`src/rtl/jellyvl_synctimer_pkg.sv`:
```
// Shared synctimer types: controller state encoding and the timer/time-sample word.
package jellyvl_synctimer_pkg;

    localparam int SYNCTIMER_TIMER_WIDTH = 64;

    typedef logic [SYNCTIMER_TIMER_WIDTH-1:0] t_time;

    typedef enum logic [1:0] {
        ST_IDLE    = 2'd0,
        ST_RENEW   = 2'd1,
        ST_HOLDOFF = 2'd2,
        ST_TRACK   = 2'd3
    } t_state;

endpackage

```
`src/rtl/jellyvl_synctimer_renewer_timeout.sv`:
```
// Saturating sample-loss watchdog: counts cycles since the last sample and pulses expire once
// when the count reaches param_timeout (param_timeout of 0 disables it).
module jellyvl_synctimer_renewer_timeout
    import jellyvl_synctimer_pkg::*;
#(
    parameter int TIMEOUT_WIDTH = 32
)(
    input  logic                     reset,
    input  logic                     clk,
    input  logic                     clear,
    input  logic [TIMEOUT_WIDTH-1:0] param_timeout,
    output logic                     expire
);

    logic [TIMEOUT_WIDTH-1:0] count_reg;

    // A sample in the expiry cycle wins, so clear masks the pulse.
    assign expire = !clear
                 && (param_timeout != '0)
                 && (count_reg == param_timeout - TIMEOUT_WIDTH'(1));

    always_ff @(posedge clk or posedge reset) begin
        if (reset) begin
            count_reg <= '0;
        end else if (clear) begin
            count_reg <= '0;
        end else if (count_reg != '1) begin
            count_reg <= count_reg + TIMEOUT_WIDTH'(1);
        end
    end

endmodule

```
`src/rtl/jellyvl_synctimer_renewer.sv`:
```
// Turns captured master-time samples into latency-compensated corrections (renew or slew).
// Optional statistics outputs are enabled by defining JELLYVL_SYNCTIMER_RENEWER_STATS_EN.
module jellyvl_synctimer_renewer
    import jellyvl_synctimer_pkg::*;
#(
    parameter int TIMER_WIDTH   = SYNCTIMER_TIMER_WIDTH,
    parameter int LATENCY_WIDTH = 24,
    parameter int HOLDOFF_WIDTH = 8,
    parameter int TIMEOUT_WIDTH = 32
)(
    input  logic                     reset,
    input  logic                     clk,
    input  logic                     enable,
    input  logic [LATENCY_WIDTH-1:0] param_latency,
    input  logic [HOLDOFF_WIDTH-1:0] param_holdoff,
    input  logic [TIMEOUT_WIDTH-1:0] param_timeout,
    input  logic [TIMER_WIDTH-1:0]   sample_time,
    input  logic                     sample_valid,
    input  logic                     request_renew,
    output logic [TIMER_WIDTH-1:0]   correct_time,
    output logic                     correct_renew,
    output logic                     correct_valid,
    output logic                     sync_lost
`ifdef JELLYVL_SYNCTIMER_RENEWER_STATS_EN
    ,
    output logic [31:0]              stat_renew_count,
    output logic [31:0]              stat_sample_count,
    output logic [15:0]              stat_lost_count
`endif
);

    t_state                   state_reg, state_next;
    logic [HOLDOFF_WIDTH-1:0] holdoff_reg, holdoff_next;
    logic                     emit, emit_renew;
    logic                     expire;
    logic [TIMER_WIDTH-1:0]   comp_time;

    assign comp_time = sample_time + TIMER_WIDTH'(param_latency);

    jellyvl_synctimer_renewer_timeout #(
        .TIMEOUT_WIDTH (TIMEOUT_WIDTH)
    ) u_timeout (
        .reset         (reset),
        .clk           (clk),
        .clear         (sample_valid),
        .param_timeout (param_timeout),
        .expire        (expire)
    );

    always_comb begin
        state_next   = state_reg;
        holdoff_next = holdoff_reg;
        emit         = 1'b0;
        emit_renew   = 1'b0;

        case (state_reg)
            ST_IDLE: begin
                if (enable) begin
                    state_next = ST_RENEW;
                end
            end
            ST_RENEW: begin
                if (sample_valid) begin
                    emit         = 1'b1;
                    emit_renew   = 1'b1;
                    holdoff_next = param_holdoff;
                    state_next   = (param_holdoff != '0) ? ST_HOLDOFF : ST_TRACK;
                end
            end
            ST_HOLDOFF: begin
                // request_renew is ignored here; the sample reaching zero is dropped too.
                if (sample_valid) begin
                    if (holdoff_reg <= HOLDOFF_WIDTH'(1)) begin
                        holdoff_next = '0;
                        state_next   = ST_TRACK;
                    end else begin
                        holdoff_next = holdoff_reg - HOLDOFF_WIDTH'(1);
                    end
                end
            end
            ST_TRACK: begin
                if (sample_valid) begin
                    emit       = 1'b1;
                    emit_renew = request_renew;
                    if (request_renew) begin
                        holdoff_next = param_holdoff;
                        state_next   = (param_holdoff != '0) ? ST_HOLDOFF : ST_TRACK;
                    end
                end
            end
            default: begin
                state_next = ST_IDLE;
            end
        endcase

        // Disable and sample loss override whatever the active state decided.
        if (state_reg != ST_IDLE) begin
            if (!enable) begin
                state_next   = ST_IDLE;
                holdoff_next = '0;
                emit         = 1'b0;
                emit_renew   = 1'b0;
            end else if (expire) begin
                state_next   = ST_RENEW;
                holdoff_next = '0;
            end
        end
    end

    always_ff @(posedge clk or posedge reset) begin
        if (reset) begin
            state_reg     <= ST_IDLE;
            holdoff_reg   <= '0;
            correct_time  <= '0;
            correct_renew <= 1'b0;
            correct_valid <= 1'b0;
            sync_lost     <= 1'b0;
        end else begin
            state_reg     <= state_next;
            holdoff_reg   <= holdoff_next;
            correct_valid <= emit;
            if (emit) begin
                correct_time  <= comp_time;
                correct_renew <= emit_renew;
            end
            if (sample_valid) begin
                sync_lost <= 1'b0;
            end else if (expire) begin
                sync_lost <= 1'b1;
            end
        end
    end

`ifdef JELLYVL_SYNCTIMER_RENEWER_STATS_EN
    always_ff @(posedge clk or posedge reset) begin
        if (reset) begin
            stat_renew_count  <= '0;
            stat_sample_count <= '0;
            stat_lost_count   <= '0;
        end else begin
            if (emit && emit_renew) begin
                stat_renew_count <= stat_renew_count + 32'd1;
            end
            if (sample_valid) begin
                stat_sample_count <= stat_sample_count + 32'd1;
            end
            if (expire) begin
                stat_lost_count <= stat_lost_count + 16'd1;
            end
        end
    end
`endif

endmodule

```
`config.mk`:
```
export PLATFORM = sky130hd
export DESIGN_NAME = jellyvl_synctimer_renewer
export DESIGN_NICKNAME = d
export VERILOG_FILES = /design/src/rtl/jellyvl_synctimer_pkg.sv /design/src/rtl/jellyvl_synctimer_renewer_timeout.sv /design/src/rtl/jellyvl_synctimer_renewer.sv
export SDC_FILE = /design/constraint.sdc
export NUM_CORES = 1
export LEC_CHECK = 0
export ABC_AREA = 1
export CORE_UTILIZATION = 57
export DETAILED_ROUTE_END_ITERATION = 10
export PLACE_DENSITY = 0.95
export SETUP_SLACK_MARGIN = 0.5
export SYNTH_ARGS = -nofsm -noshare
export SYNTH_HDL_FRONTEND = slang
export SYNTH_SLANG_ARGS = --single-unit
```
`constraint.sdc`:
```
create_clock -name clk -period 7.2 [get_ports clk]
set_input_delay 1.08 -clock clk [delete_from_list [all_inputs] [get_ports clk]]
set_output_delay 1.08 -clock clk [all_outputs]
set_load 0.03 [all_outputs]
```
==> impl_results.md <==
- Post-Place Cell Area: 11500 um^2
- VDD IR max: 239 uV
- Distinct cells, synth: 53
- Final setup vio count: 0
- Placer Congestion: 1.03
- Die Height: 130 um
- First-pass GRT wire length: 49400 um
- Worst-path maximum fanout: 24
- Grt ovf: 0
- Status: finished, final reports clean
- Syn avg cell area: 6.41 um^2
- CP Capture Type: flop
- DRC viols: 0
- Yosys reg bits: 109
- Clock sink total: 109
- Chip Width: 130 um
- Clk buf depth: 2
- Final Skew: 0.00999 ns
- Slew Viols, Final: 0
- H-tree depth: 3
- CTS tree: yes
- Hold Crit Class: reg2reg
- Share of post-route cells with drive strength above 1: 3.64%
- Largest register FFs: 64
- Leakage power: 5.24 nW
- Register area share after synthesis: 29.2%
- DR iter-0 viols: 973
- Final Util: 74.3%
- Final period util: 50.4%
- Fin. Hold Viols: 0
- Post-synth ARST share: 100%
- Starting Density: 58.5%
- Top Metal Used: met4
- Initial antenna violation count: 0
- Power per Cell Area: 199 nW/um^2
- Setup Buffers After CTS: 0
- Met1 Routed Length: 12700 um
- Yosys warning total: 0
- Via Count: 10700
- CP most frequent cell: nor2_1
- Cells after Synth: 1455
- Max-cap violation count: 0
- Syn_nets: 1618
- Synth-to-Final Area Change: 26.9%
- Worst Path Arrival: 3.85 ns
- TritonCTS buffer count: 9
- # hold bufs at CTS: 0
- Setup TNS: 0 ns
- Most frequent cells in the layout: 415 x nand2_1, 199 x clkdlybuf4s50_1, 181 x nor2_1, 167 x inv_1, 109 x dfrtp_1
- WL final: 31500 um
- Startpoint types: input pin
- R2r setup slk: 4.70 ns
- Netlist Area Pre-Place: 9330 um^2
- GRT Total Usage: 38.1%
- Clock-pin slew on the worst setup and hold paths: 0.07 ns
- Post-DP HPWL: 25000 um
- Slowest cell on crit path: clkdlybuf4s50_1
- Most common cell after layout, fill and taps aside: nand2_1
- Critical path type: in2reg
- Vias in the first global route: 10200
- ANT cells: 0
- Ys flop type: dfrtp_1
- WL met3: 2440 um
- RSZ-0062 raised after global routing: false
- Resized cells post-CTS: 0
- CP required: 7.42 ns
- Final antenna-violating net count: 0
- Routed vias/inst: 5.76
- # IOs: 200
- Cells along the critical path: clkdlybuf4s50_1, inv_1, buf_4, nand3_1, nor2_1, o21ai_0, nor2_1, nand2_1, nor2_1, nand3_1, nor2_1, nand3_2, nand2_4, a21oi_2
- Site Rows: 46
- Clock latency on the worst-skew pair: 0.37 ns
- Port bufs: 199
- Met2 wire len: 14600 um
- Minimum clock period: 3.63 ns
- Slew HR: 38.0%
- Fmax: 0.276 GHz
- Largest net degree at the start of global routing: 99
- TritonRoute pass-1 iters: 5
- Number of synthesized flops with an enable pin: 0
- Drt wl/cell: 16.9 um
- Layout net count: 1808
- Die Area: 16900 um^2
- Worst Max-Slew Pin Slew: 0.930 ns
- Design Area, Final: 11800 um^2
- Core box area: 15900 um^2
- CP peak stage delay: 0.82 ns
- Root Buffer: clkbuf_16
area by class of cell:
| cell class | count | area [um^2] |
|---|---|---|
| multi-input cells | 1149 | 5850 |
| flip-flops and latches | 109 | 2730 |
| clock inverters | 3 | 42.5 |
| fillers | 1371 | 4110 |
| repair buffers | 203 | 2020 |
| clock buffers | 13 | 270 |
| well taps | 216 | 270 |
| inverters | 173 | 652 |
cells by family after synthesis:
logic type / Yosys count / synth area share, %
DFF: 109 / 29.2
adders and majority gates: 30 / 4.10
AOI/OAI and AO/OA: 220 / 13.3
and+or+nand+nor: 821 / 37.9
buffers and inverters: 197 / 8.07
muxes: 1 / 0.121
xor gates and xnor gates: 77 / 7.23
per-stage QoR:
| step | std cells | setup slack, ns | total power, W | hold WS (ns) |
|---|---|---|---|---|
| after floorplan | 1455 | 3.25 | 0.00137 | 0.493 |
| after global placement | 1850 | 3.28 | 0.00179 | 0.460 |
| after detailed placement | 1850 | 3.23 | 0.00181 | 0.464 |
| after CTS | 1866 | 3.61 | 0.00234 | 0.485 |
| after global routing | 1866 | 3.38 | 0.00247 | 0.511 |
| final | 1866 | 3.57 | 0.00236 | 0.480 |
path summary, 6_finish.rpt:
path	to	startpoint	cells after the start
setup / recovery	holdoff_reg[0]$_DFF_PP0_	sample_valid	14
hold / removal	correct_time[38]$_DFFE_PP0P_	correct_time[38]$_DFFE_PP0P_	2
setup reg to reg	u_timeout.count_reg[22]$_DFFE_PP0P_	u_timeout.count_reg[0]$_DFFE_PP0P_	12
hold reg to reg	correct_time[38]$_DFFE_PP0P_	correct_time[38]$_DFFE_PP0P_	2
max in group asynchronous	correct_time[31]$_DFFE_PP0P_	reset	3
min in group asynchronous	correct_renew$_DFFE_PP0P_	reset	2
cells in the mapped netlist, types with 10 or more instances:
master | count | share of area [%]
nand3_1 | 90 | 4.8
nor3_1 | 42 | 2.3
a31oi_1 | 10 | 0.67
dfrtp_1 | 109 | 29
ha_1 | 29 | 3.9
a21oi_1 | 57 | 3.1
nand3b_1 | 12 | 0.97
xnor2_1 | 32 | 3.0
nand2_1 | 415 | 17
nand4_1 | 40 | 2.7
xor2_1 | 45 | 4.2
o21ai_0 | 100 | 5.4
inv_1 | 168 | 6.8
nor2_1 | 182 | 7.3
clkbuf_1 | 19 | 0.76
worst max-delay path, delay by kind of cell:
family	cells	cell delay [ns]
AOI/OAI and AO/OA	2	0.16
buffers and inverters	3	1.51
and+or+nand+nor	9	1.07
report_power, final:
part | internal [W] | leakage [nW] | switching, W | total, W
Combinational | 0.000398 | 3.68 | 0.000596 | 0.000994
Clock | 0.000299 | 0.152 | 0.000237 | 0.000535
Sequential | 0.000734 | 1.41 | 0.0000921 | 0.000826
Total | 0.00143 | 5.24 | 0.000925 | 0.00236
metal layers:
layer	up-vias	global-route usage (%)
met1	4899	48.3
met4	0	19.9
met3	126	5.74
li1	5132	-
met5	-	0
met2	583	63.2
(Power assumes the default switching activity.)
